[src/rtl/fp32_mul_stream.sv]
// Stream wrapper around a fixed-latency FP32 multiplier core with no back-pressure.
// Credits (inflight + FIFO occupancy) bound outstanding work so no core result is ever dropped.
module fp32_mul_stream #(
  parameter int DEPTH = 8
) (
  input  logic        clk,
  input  logic        rst_n,
  input  logic        in_valid,
  output logic        in_ready,
  input  logic [31:0] in_a,
  input  logic [31:0] in_b,
  output logic [31:0] mul_a_tdata,
  output logic [31:0] mul_b_tdata,
  output logic        mul_tvalid,
  input  logic [31:0] mul_result_tdata,
  input  logic        mul_result_tvalid,
  output logic        out_valid,
  input  logic        out_ready,
  output logic [31:0] out_data,
  output logic        err_unexpected,
  output logic        err_overflow
);

  localparam int CW = $clog2(DEPTH + 1);
  localparam int PW = $clog2(DEPTH);
  localparam logic [CW-1:0] DEPTH_C = CW'(DEPTH);

  logic [CW-1:0] inflight_q, inflight_d;
  logic [CW-1:0] count_q, count_d;
  logic [PW-1:0] wr_ptr_q, wr_ptr_d;
  logic [PW-1:0] rd_ptr_q, rd_ptr_d;
  logic [31:0]   mul_a_q, mul_a_d;
  logic [31:0]   mul_b_q, mul_b_d;
  logic          mul_tvalid_q, mul_tvalid_d;
  logic          in_ready_q, in_ready_d;
  logic          err_unexp_q, err_unexp_d;
  logic          err_ovf_q, err_ovf_d;
  logic [31:0]   mem_q [DEPTH];

  logic          issue_s, res_s, rd_s, wr_s;
  logic [CW:0]   sum_s;

  // Handshake decode, credit counters, FIFO pointers and sticky error flags.
  always_comb begin
    issue_s      = in_valid && in_ready_q;
    res_s        = mul_result_tvalid && (inflight_q != '0);
    rd_s         = (count_q != '0) && out_ready;
    wr_s         = res_s && ((count_q != DEPTH_C) || rd_s);

    inflight_d   = inflight_q;
    count_d      = count_q;
    wr_ptr_d     = wr_ptr_q;
    rd_ptr_d     = rd_ptr_q;
    mul_a_d      = mul_a_q;
    mul_b_d      = mul_b_q;
    mul_tvalid_d = issue_s;

    case ({issue_s, res_s})
      2'b10:   inflight_d = inflight_q + CW'(1);
      2'b01:   inflight_d = inflight_q - CW'(1);
      default: inflight_d = inflight_q;
    endcase

    case ({wr_s, rd_s})
      2'b10:   count_d = count_q + CW'(1);
      2'b01:   count_d = count_q - CW'(1);
      default: count_d = count_q;
    endcase

    if (wr_s) begin
      wr_ptr_d = wr_ptr_q + PW'(1);
    end else begin
      wr_ptr_d = wr_ptr_q;
    end

    if (rd_s) begin
      rd_ptr_d = rd_ptr_q + PW'(1);
    end else begin
      rd_ptr_d = rd_ptr_q;
    end

    if (issue_s) begin
      mul_a_d = in_a;
      mul_b_d = in_b;
    end else begin
      mul_a_d = mul_a_q;
      mul_b_d = mul_b_q;
    end

    // in_ready is registered from next-state credits, so it never depends on in_valid/out_ready.
    sum_s       = {1'b0, inflight_d} + {1'b0, count_d};
    in_ready_d  = (sum_s < {1'b0, DEPTH_C});

    err_unexp_d = err_unexp_q | (mul_result_tvalid && (inflight_q == '0));
    err_ovf_d   = err_ovf_q | (res_s && (count_q == DEPTH_C) && !rd_s);
  end

  // Control and datapath registers.
  always_ff @(posedge clk or negedge rst_n) begin
    if (!rst_n) begin
      inflight_q   <= '0;
      count_q      <= '0;
      wr_ptr_q     <= '0;
      rd_ptr_q     <= '0;
      mul_a_q      <= 32'h0000_0000;
      mul_b_q      <= 32'h0000_0000;
      mul_tvalid_q <= 1'b0;
      in_ready_q   <= 1'b0;
      err_unexp_q  <= 1'b0;
      err_ovf_q    <= 1'b0;
    end else begin
      inflight_q   <= inflight_d;
      count_q      <= count_d;
      wr_ptr_q     <= wr_ptr_d;
      rd_ptr_q     <= rd_ptr_d;
      mul_a_q      <= mul_a_d;
      mul_b_q      <= mul_b_d;
      mul_tvalid_q <= mul_tvalid_d;
      in_ready_q   <= in_ready_d;
      err_unexp_q  <= err_unexp_d;
      err_ovf_q    <= err_ovf_d;
    end
  end

  // Result storage; contents are don't-care until written.
  always_ff @(posedge clk) begin
    if (wr_s) begin
      mem_q[wr_ptr_q] <= mul_result_tdata;
    end
  end

  assign in_ready       = in_ready_q;
  assign mul_a_tdata    = mul_a_q;
  assign mul_b_tdata    = mul_b_q;
  assign mul_tvalid     = mul_tvalid_q;
  assign out_valid      = (count_q != '0);
  assign out_data       = (count_q != '0) ? mem_q[rd_ptr_q] : 32'h0000_0000;
  assign err_unexpected = err_unexp_q;
  assign err_overflow   = err_ovf_q;

endmodule

[config.mk]
export PLATFORM = sky130hd
export DESIGN_NAME = fp32_mul_stream
export DESIGN_NICKNAME = d
export VERILOG_FILES = /design/src/rtl/fp32_mul_stream.sv
export SDC_FILE = /design/constraint.sdc
export NUM_CORES = 1
export LEC_CHECK = 0
export ABC_AREA = 1
export ABC_CLOCK_PERIOD_IN_PS = 3000
export CORE_MARGIN = 2
export CORE_UTILIZATION = 40
export CTS_BUF_LIST = sky130_fd_sc_hd__clkbuf_8
export CTS_CLUSTER_DIAMETER = 120
export DETAILED_ROUTE_END_ITERATION = 7
export SETUP_SLACK_MARGIN = 0.02
export SYNTH_ARGS = -nofsm -noshare
export SYNTH_HDL_FRONTEND = slang
export SYNTH_SLANG_ARGS = --single-unit
[constraint.sdc]
create_clock -name clk -period 3 [get_ports clk]
set_clock_uncertainty 0.2 [all_clocks]
set_input_delay 0.6 -clock clk [delete_from_list [all_inputs] [get_ports clk]]
set_output_delay 0.6 -clock clk [all_outputs]
set_load 0.01 [all_outputs]
# Word-level counts from Yosys, hierarchy flattened
# Memories as Yosys holds them, arrays and structs flattened.
# Index checks and enable logic that the tools add are counted.
# totals
reg_bits,82
mem_bits_rw,256
word_cells,44
inputBits,101
memories,1
# memory_table
memory,depth,width,rd,rd_clocked_by_memory_dff,write_ports,line_no,text
mem_q,8,32,1,0,1,38,logic [31:0] mem_q [DEPTH];
# classes
n_mux,5
eq_ne,6
n_reduce_logical,12
order_cmp,1
n_addsub,7
bitwise,2
# op_table
operator,n
32-bit 2-to-1 mux,1
4-bit one-hot mux with 2 select lines,2
4-bit by 1-bit adder with 4-bit output (second input constant),2
4-bit nonzero test,2
4-bit by 1-bit subtractor with 4-bit output (second input constant),2
1-bit logical AND,7
3-bit by 1-bit adder with 3-bit output (second input constant),2
4-bit by 4-bit adder with 5-bit output,1
5-bit by 4-bit less-than comparator with 1-bit output (second input constant),1
2-bit by 1-bit == test with 1-bit output (second input constant),2
2-bit == test (second input constant),2
4-bit == test (second input constant),1
4-bit zero test,1
4-bit != test (second input constant),1
1-bit 2-to-1 mux,2
1-bit bitwise OR,2
1-bit zero test,1
1-bit logical OR,1

# Depth between registers and ports, before layout
# Gate-level depths: netlist of run 1.
# logic_depth
ltp_word,8
ltp_mapped,20
ltp_nobuf,20

# Least setup slack after synthesis of run 1
# Ideal clock, no wire load.
# synth_path
path_type,input port to flip-flop
from,input port mul_result_tvalid
to,memory mem_q[1][0] (enable)
path_stages,4
path_buffers,0
arrival_ns,2.410
setup_slack_ns,-0.031
t_required_ns,2.379
cell_sequence,inv_1 -> a21oi_4 -> nand3_1 -> nor2_1
# synth_between
elab_chain_cells,4
# synth_lines
element,line_no,text
"start, declared",16,"input logic mul_result_tvalid,"
1-bit logical AND,46,res_s = mul_result_tvalid && (inflight_q != '0);
1-bit logical AND,48,wr_s = res_s && ((count_q != DEPTH_C) || rd_s);
1-bit 2-to-1 mux,127,if (wr_s) begin
1-bit 2-to-1 mux (implied by the code),128,mem_q[wr_ptr_q] <= mul_result_tdata;
"end, declared",38,
# Every way passes these cells.

# Worst setup path in the final report of run 1
# layout_path
from,register rd_ptr_q[0]
to,output port out_data[29]
# layout_between
elab_chain_cells,2
# layout_lines
element,line_no,text
"start, declared",31,"logic [PW-1:0] rd_ptr_q, rd_ptr_d;"
"start signal, assigned",115,rd_ptr_q <= rd_ptr_d;
memory 8 x 32 bit,--,
32-bit 2-to-1 mux,137,assign out_data = (count_q != '0) ? mem_q[rd_ptr_q] : 32'h0000_0000;
"end, declared",19,"output logic [31:0] out_data,"
# Every way passes these cells.

==> reports/qor.yml, run 1 <==
floorplan:
  start_util: 0.403
  fp.dieW_um: 187
  die-height_um: 187
  coreArea_sq_mm: 0.0334
  rows: 67
  io_pins: 202
  dieArea_sq_mm: 0.0351
logic_synthesis:
  synth.distinct_cells: 33
  yosys-top-cells-area: "edfxtp_1 (57%), dfrtp_1 (15%), nand2_1 (6.1%)"
  synth_top_area_frac: 0.571
  yosysSeqAreaShare: 0.724
  synth_area_per_cell_sq_um: 11.7
  syn_area_sq_mm: 0.0135
  ys_seq_elements: 338
  synth_top_area_cell: "edfxtp_1"
  yosysWarnings: 0
  synthArstFlopShare: 0.243
  synth_common_cells: "edfxtp_1 (256), nand2_1 (220), nor2_1 (201)"
  syn_inst: 1146
  synth_edf_count: 256
  yosysMostFrequentCell: "edfxtp_1"
  syn_nets: 1256
  ys.flop_type: "edfxtp_1"
sta:
  setup-violations-final: 0
  rsz0062_at_grt: "yes"
  finalCriticalPeriod_ps: 2980
  fin_crit_sh: 0.994
  timing.hold.ws_ps: 277
  fin_tns_setup_ps: 0
  max_freq_ghz: 0.335
  relSlewSlack: 0.542
  finalWorstSetupSlack_ps: 17.9
  hold_violations: 0
  worst_pin_slew_ps: 687
  slew_violations: 0
global_route:
  grt_pass1_vias: 9791
  grt_usage: 0.197
  grt_pass1_wl_mm: 54.3
  grt-ovfl-total: 0
  grt_max_degree: 66
  antenna_found_initial: 0
placement:
  place_worst_setup_slack_ps: -387
  dpl.hpwl_mm: 18.9
  place.port_buffers: 201
  place_congestion: 0.814
  place_inst: 1779
detailed_routing:
  drc: 0
  postRouteAntennaNets: 0
  post_drt_wl_per_cell_um: 18.7
  num_vias: 9660
  wirelength_mm: 35.7
  drt-initial-drc-count: 692
  viasPerCell: 5.05
  drtPass1Iterations: 5
hold_path:
  min_path_cells: 2
  hp-class: "flip-flop to flip-flop"
  hp-start: "mul_b_tdata[13]"
power:
  cellLeakagePower_nw: 7.06
  ir_drop_mv: 0.522
  power.density_mw_per_mm2: 1070
setup_path:
  cp.required_ps: 2200
  crit_slowest_cell: "dfrtp_4"
  worstPathArrival_ps: 2180
  worstRegToRegCells: 16
  cp_max_fo: 8
  end_kind: "primary output"
  crit_start: "rd_ptr_q[0]"
  path_class: "flip-flop to primary output"
  cp-start-kind: "flip-flop"
  path_cells: "buf_12 -> buf_16 -> o21ai_2 -> o22ai_1 -> o21ai_1 -> a31oi_2 -> buf_2"
  critPathMaxStageDelay_ps: 490
  r2r_start: "inflight_q[2]"
cts:
  root_buffer: "clkbuf_8"
  clock-sinks: 338
  cts_buffers: 55
  cts_tree: "yes"
  htreeDepth: 2
  path_clk_slew_ps: 60
  clk_latency_ps: 600
  clockBufferDepth: 3
cells_and_area:
  fin_nets: 1537
  n_antenna_cell: 0
  drive_gt1_frac: 0.181
  syn_to_final_growth_pct: 35.8
  stdcell_count: 1914
outcome:
  status: "completed"
run:
  maxCapViolations: 0
[where the power goes]
| part | switching, mW | internal (mW) |
|---|---|---|
| combinational | 4.87 | 4.05 |
| clock | 1.79 | 2.16 |
| sequential | 0.493 | 6.13 |
| total | 7.15 | 12.3 |
[path summary, 6_finish.rpt]
path / to / slack (ps)
setup / recovery: out_data[29] / 20
hold / removal: mul_b_tdata[13] / 280
setup reg to reg: in_ready / 170
hold reg to reg: mul_b_tdata[13] / 280
max in group asynchronous: mul_b_tdata[18] / 1660
min in group asynchronous: mul_b_tdata[28] / 290
[flip-flops by register name, summed over array words and instances (netlist names)]
register,cells
err_overflow,1
mul_b_tdata,32
rd_ptr_q,3
mem_q,256
wr_ptr_q,3
err_unexpected,1
inflight_q,4
in_ready,1
mul_tvalid,1
mul_a_tdata,32
count_q,4
[final cells by class]
cell class,count,area [sq um]
clock buffer,56,771
fill,2871,15100
multi-input combinational,717,3570
sequential,338,9750
inverter,25,116
clock inverter,40,308
timing repair buffer,290,3200
tap,448,561
[per-layer routing]
layer	part of all wire	track usage
met1	0.41	0.253
met2	0.48	0.323
met3	0.089	0.0615
met4	0.021	0.0584
met5	0	0
[critical path: cells and delay by family, from the launching register on]
| kind | cells | cell delay (ps) |
|---|---|---|
| AO/OA/AOI/OAI | 4 | 580 |
| buffers and inverters | 3 | 510 |
| flip-flops | 1 | 490 |
[placed cells by master (no fill, tap or decap), drive strengths merged, types with 13 or more instances in the layout]
cell / count
clkbuf: 66
o22ai: 34
o21ai: 167
nand2: 228
edfxtp: 256
nor2: 212
a31oi: 32
clkdlybuf4s50: 168
clkinv: 18
dfrtp: 82
buf: 109
inv: 41
nand3: 13
[what timing repair did]
| action | 4_1_cts | 5_1_grt |
|---|---|---|
| buffers inserted | 14 | 7 |
| gates cloned | 13 | 8 |
| endpoints found under the hold margin | 30 | 0 |
| pin swaps | 15 | 50 |
| gates resized for setup | 168 | 75 |
| endpoints found under the setup margin | 32 | 33 |
| hold buffers | 1 | 0 |
[logic make-up (layout without fill, tap and decap cells)]
group,count (synthesis),in the layout,synth area share
AND/OR/NAND/NOR,458,458,0.136
buffers and inverters,91,411,0.0293
flip-flops,338,338,0.724
adder cells (fa/ha/maj),9,9,0.00837
AO/OA/AOI/OAI,242,242,0.0976
XOR/XNOR,8,8,0.00521
[stage by stage]
stage | utilization | power [mW] | area, sq um
detailed placement | 0.492 | 14.4 | 16400
CTS | 0.540 | 19.2 | 18000
global placement | 0.492 | 14.3 | 16400
global route | 0.548 | 20.7 | 18300
finish | 0.548 | 19.5 | 18300
floorplan | - | 10.7 | 13500
Power figures use the tool's default switching activity.
==> inputs of run 2 (changes only) <==
- ABC_CLOCK_PERIOD_IN_PS: 3000 -> 3630
- clock period: 3 -> 3.63 ns (I/O delays scaled with it)
==> run 2 against run 1 <==
Net effect: setup slack improved by 110 ps; global-route usage decreased by 1.0 points; cell count decreased by 2.5%; register-to-register slack improved by 240 ps; critical path depth unchanged; utilization decreased by 2.5 points; clock power decreased by 26%; flip-flop and latch count unchanged; combinational power decreased by 27%; critical path type unchanged; critical endpoint is now out_data[20]; largest power group unchanged.
==> reports/qor.yml, run 2 (synthesis gave the netlist of run 1 again) <==
outcome:
  status: "completed"
detailed_routing:
  drc: 0
  viasPerCell: 5.02
  drt-initial-drc-count: 560
  drtPass1Iterations: 5
  post_drt_wl_per_cell_um: 17.9
  postRouteAntennaNets: 0
  wirelength_mm: 33.5
  num_vias: 9366
setup_path:
  worstRegToRegCells: 17
  crit_start: "rd_ptr_q[0]"
  cp_max_fo: 33
  cp-start-kind: "flip-flop"
  end_kind: "primary output"
  cp.required_ps: 2700
  path_class: "flip-flop to primary output"
  crit_end: "out_data[20]"
  r2r_start: "count_q[0]"
  worstPathArrival_ps: 2580
  crit-reg2reg-capture: "in_ready"
  reg2reg_setup_slack_ps: 410
cts:
  clockBufferDepth: 3
  cts_buffers: 55
  clock-sinks: 338
  htreeDepth: 2
  path_clk_slew_ps: 60
  root_buffer: "clkbuf_8"
  cts_tree: "yes"
  clk_latency_ps: 580
placement:
  dpl.hpwl_mm: 18.8
  place_congestion: 0.791
  place.port_buffers: 201
  placedInstanceArea_sq_mm: 0.0162
  place_worst_setup_slack_ps: -21.2
floorplan:
  rows: 67
  dieArea_sq_mm: 0.0351
  die-height_um: 187
  io_pins: 202
  fp.dieW_um: 187
  coreArea_sq_mm: 0.0334
  start_util: 0.403
power:
  cellLeakagePower_nw: 6.74
  switchingPower_mw: 5.47
  p_comb_frac: 0.436
  seqPwrFrac: 0.367
  switching_share: 0.369
  ir_drop_mv: 0.480
  internal-power_mw: 9.37
  p_clk_frac: 0.197
  power.density_mw_per_mm2: 850
sta:
  fin_tns_setup_ps: 0
  slew_violations: 0
  hold_violations: 0
  worst_pin_slew_ps: 676
  max_freq_ghz: 0.285
  finalWorstSetupSlack_ps: 126
  relSlewSlack: 0.549
  finalCriticalPeriod_ps: 3500
  rsz0062_at_grt: "no"
  fin_crit_sh: 0.965
  setup-violations-final: 0
global_route:
  grt_max_degree: 66
  grt_pass1_vias: 9550
  grt_pass1_wl_mm: 51.8
  grt_usage: 0.187
  antenna_found_initial: 0
  grt-ovfl-total: 0
cells_and_area:
  syn_to_final_growth_pct: 29.7
  fin_nets: 1487
  largest_reg_flops: 256
  drive_gt1_frac: 0.106
  final_common_cell: "edfxtp_1"
  regMostFlops: "mem_q"
  final_cell_mix: "edfxtp_1 (256), nand2_1 (219), nor2_1 (197), clkdlybuf4s50_1 (177), o21ai_0 (128)"
  stdcell_area_sq_mm: 0.0175
hold_path:
  hp-class: "flip-flop to flip-flop"
run:
  maxCapViolations: 0
-- run 2: cell count changes in the layout (fill, tap and decap cells not counted), moves of 9 or more --
cell and change:
dlymetal6s2s_1 +15, o21ai_2 -13, buf_4 -25, o21ai_1 -27
clkdlybuf4s50_1 +9, nor2_1 +13, o21ai_0 +41, buf_2 -28
-- run 2: worst min path at each step --
stage                                from               to  slack [ps]  cells past startpoint
final                      err_unexpected   err_unexpected         280                      1
after global placement    mul_b_tdata[23]  mul_b_tdata[23]         260                      2
after detailed placement  mul_a_tdata[25]  mul_a_tdata[25]         260                      2
after floorplan                     rst_n       count_q[0]         230                      0
after global routing      mul_b_tdata[31]  mul_b_tdata[31]         290                      2
after CTS                 mul_a_tdata[18]  mul_a_tdata[18]         280                      2
-- run 2: worst max-delay path, stage by stage, from the launching register on --
cell and delay (ps):
dfrtp_4 490, buf_12 120, buf_16 180, o21ai_0 120
o22ai_1 160, o21ai_1 80, a31oi_1 250, clkdlybuf4s50_1 590
-- run 2: metrics by stage --
stage / power [mW] / hold WS (ps) / cells / util
2_1_floorplan: 8.85 / 230 / 1146 / -
3_3_place_gp: 11.7 / 261 / 1761 / 0.487
3_5_place_dp: 11.8 / 264 / 1761 / 0.487
4_1_cts: 14.9 / 282 / 1861 / 0.519
5_1_grt: 15.9 / 292 / 1865 / 0.523
6_report: 14.8 / 278 / 1866 / 0.523
-- run 2: layout make-up --
cell class | instances | area, sq um
sequential | 338 | 9740
antenna | 1 | 2.50
timing repair buffer | 240 | 2650
clock inverter | 39 | 166
clock buffer | 58 | 798
fill | 2928 | 15900
inverter | 25 | 119
tap | 448 | 561
multi-input combinational | 717 | 3420
-- run 2: power by group through the flow --
stage	clock network [mW]	logic, mW	registers, mW
final	2.92	6.48	5.45
after global routing	3.19	7.16	5.54
after CTS	3.00	6.47	5.46
after detailed placement	0	6.33	5.48
after global placement	0	6.26	5.48
after floorplan	0	3.24	5.61
-- run 2: per-layer routing --
metal  wire length (um)  GRT usage  up-vias
met5                  0          0        -
met4                575     0.0488        0
met3               3040     0.0636       54
met2              15600      0.305      355
met1              14200      0.239     4493
li1                   -          -     4464
-- run 2: what timing repair did --
item                                   in CTS  in global routing
endpoints found under the hold margin      29                  0
gates resized for setup                    18                 18
gates cloned                                2                  2
hold buffers                                1                  0
setup endpoints to repair                  32                 24
buffers inserted                            0                  2
==> inputs of run 3 (changes only) <==
- ABC_CLOCK_PERIOD_IN_PS: 3630 -> 3600
- clock period: 3.63 -> 3.6 ns (I/O delays scaled with it)
==> run 3 against run 2 <==
Net effect: hold slack lost 4.4 ps; via count shrank 0.89%; clock-buffer cell count is the same; global-route usage grew 0.053 points; final area is essentially flat; sequential share of layout area is essentially flat; largest cell class unchanged; clock power grew 4%; non-clock buffer count grew 1; sequential power grew 0.9%; critical endpoint is now out_data[14]; highest routed layer unchanged.
==> reports/qor.yml, run 3 (synthesis gave the netlist of run 1 again) <==
power:
  ir_drop_mv: 0.389
  total_power_mw: 15.0
  power.density_mw_per_mm2: 861
  cellLeakagePower_nw: 6.73
detailed_routing:
  postRouteAntennaNets: 0
  post_drt_wl_per_cell_um: 17.8
  drt-initial-drc-count: 504
  num_vias: 9283
  wirelength_mm: 33.2
  drc: 0
  viasPerCell: 4.97
  drtPass1Iterations: 5
cts:
  cts_tree: "yes"
  clk_latency_ps: 580
  root_buffer: "clkbuf_8"
  cts_buffers: 55
  path_clk_slew_ps: 60
  clock-sinks: 338
  htreeDepth: 2
  clockBufferDepth: 3
sta:
  relSlewSlack: 0.545
  finalCriticalPeriod_ps: 3460
  worst_pin_slew_ps: 683
  fin_crit_sh: 0.961
  setup-violations-final: 0
  max_freq_ghz: 0.289
  fin_tns_setup_ps: 0
  hold_violations: 0
  slew_violations: 0
  rsz0062_at_grt: "no"
setup_path:
  end_kind: "primary output"
  cp.required_ps: 2680
  reg2reg_setup_slack_ps: 550
  cp-start-kind: "flip-flop"
  worstPathArrival_ps: 2540
  cp_max_fo: 19
  path_class: "flip-flop to primary output"
cells_and_area:
  regMostFlops: "mem_q"
  drive_gt1_frac: 0.102
  final_cell_mix: "edfxtp_1 (256), nand2_1 (219), nor2_1 (197), clkdlybuf4s50_1 (181), o21ai_0 (128)"
  fin_nets: 1488
  largest_reg_flops: 256
  final_common_cell: "edfxtp_1"
  fillCellCount: 2918
  syn_to_final_growth_pct: 29.7
global_route:
  grt_max_degree: 66
  grt_pass1_vias: 9542
  antenna_found_initial: 0
  grt_pass1_wl_mm: 51.8
  grt-ovfl-total: 0
  grt_usage: 0.187
outcome:
  status: "completed"
floorplan:
  dieArea_sq_mm: 0.0351
  die-height_um: 187
  io_pins: 202
  start_util: 0.403
  rows: 67
  fp.dieW_um: 187
  coreArea_sq_mm: 0.0334
placement:
  dpl.hpwl_mm: 18.8
  place.port_buffers: 201
  place_congestion: 0.805
run:
  maxCapViolations: 0
hold_path:
  hp-class: "flip-flop to flip-flop"
run 3: cell types whose count changed in the layout (fill, tap and decap cells not counted), moves of 3 or more:
cell | previous run | this run
buf_12 | 17 | 11
dlymetal6s2s_1 | 15 | 9
inv_1 | 39 | 44
clkdlybuf4s50_1 | 177 | 181
clkinv_2 | 8 | 4
buf_16 | 2 | 5
run 3: where the power goes:
part           total (mW)  switching, mW  leakage, nW  internal, mW
logic                6.48           3.63         2.80          2.85
registers            5.50          0.399         3.33          5.11
clock network        3.04           1.48        0.605          1.56
run 3: area by class of cell:
class,count,area [sq um],area share
clock inverters,41,204,0.0117
flip-flops and latches,338,9740,0.558
multi-input cells,717,3400,0.195
diodes,1,2.50,0.000143
inverters,25,115,0.00659
clock buffers,58,798,0.0457
repair buffers,241,2640,0.151
well taps,448,561,0.0321
run 3: stage by stage:
step | setup slack, ps | hold slack, ps | std cells | utilization | instance area [sq um]
3_3_place_gp | 122 | 260 | 1759 | 0.485 | 16200
2_1_floorplan | 449 | 224 | 1146 | - | 13500
3_5_place_dp | 28.9 | 263 | 1759 | 0.485 | 16200
6_report | 139 | 273 | 1869 | 0.523 | 17500
5_1_grt | 18.2 | 299 | 1868 | 0.523 | 17500
4_1_cts | 23.4 | 280 | 1863 | 0.519 | 17300
run 3: worst max-delay path, cell delays in order, from the launching register on:
cell	delay [ps]
dfrtp_4	560
clkinv_8	130
buf_16	170
nor2_1	50
o22ai_1	170
o21ai_1	70
a31oi_1	220
clkdlybuf4s50_1	580
run 3: path summary, 6_finish.rpt:
kind                                 from         endpoint  cells past startpoint
setup / recovery              rd_ptr_q[0]     out_data[14]                      7
hold / removal             err_unexpected   err_unexpected                      1
setup reg to reg               count_q[0]         in_ready                     17
hold reg to reg            err_unexpected   err_unexpected                      1
max in group asynchronous           rst_n   mul_b_tdata[4]                      3
min in group asynchronous           rst_n  mul_a_tdata[10]                      2
run 3: routing by layer:
layer	wire (um)	track usage	share of wire
met2	15900	0.312	0.48
met4	699	0.0557	0.021
met5	0	0	0
met1	13400	0.233	0.40
met3	3120	0.0623	0.094
run 3: timing repair:
action,4_1_cts,5_1_grt
cloned,3,2
hold endpoints to repair,29,0
pin swaps,0,1
endpoints found under the setup margin,31,17
resized for setup,20,15
hold buffers,1,0
buffers inserted,1,3
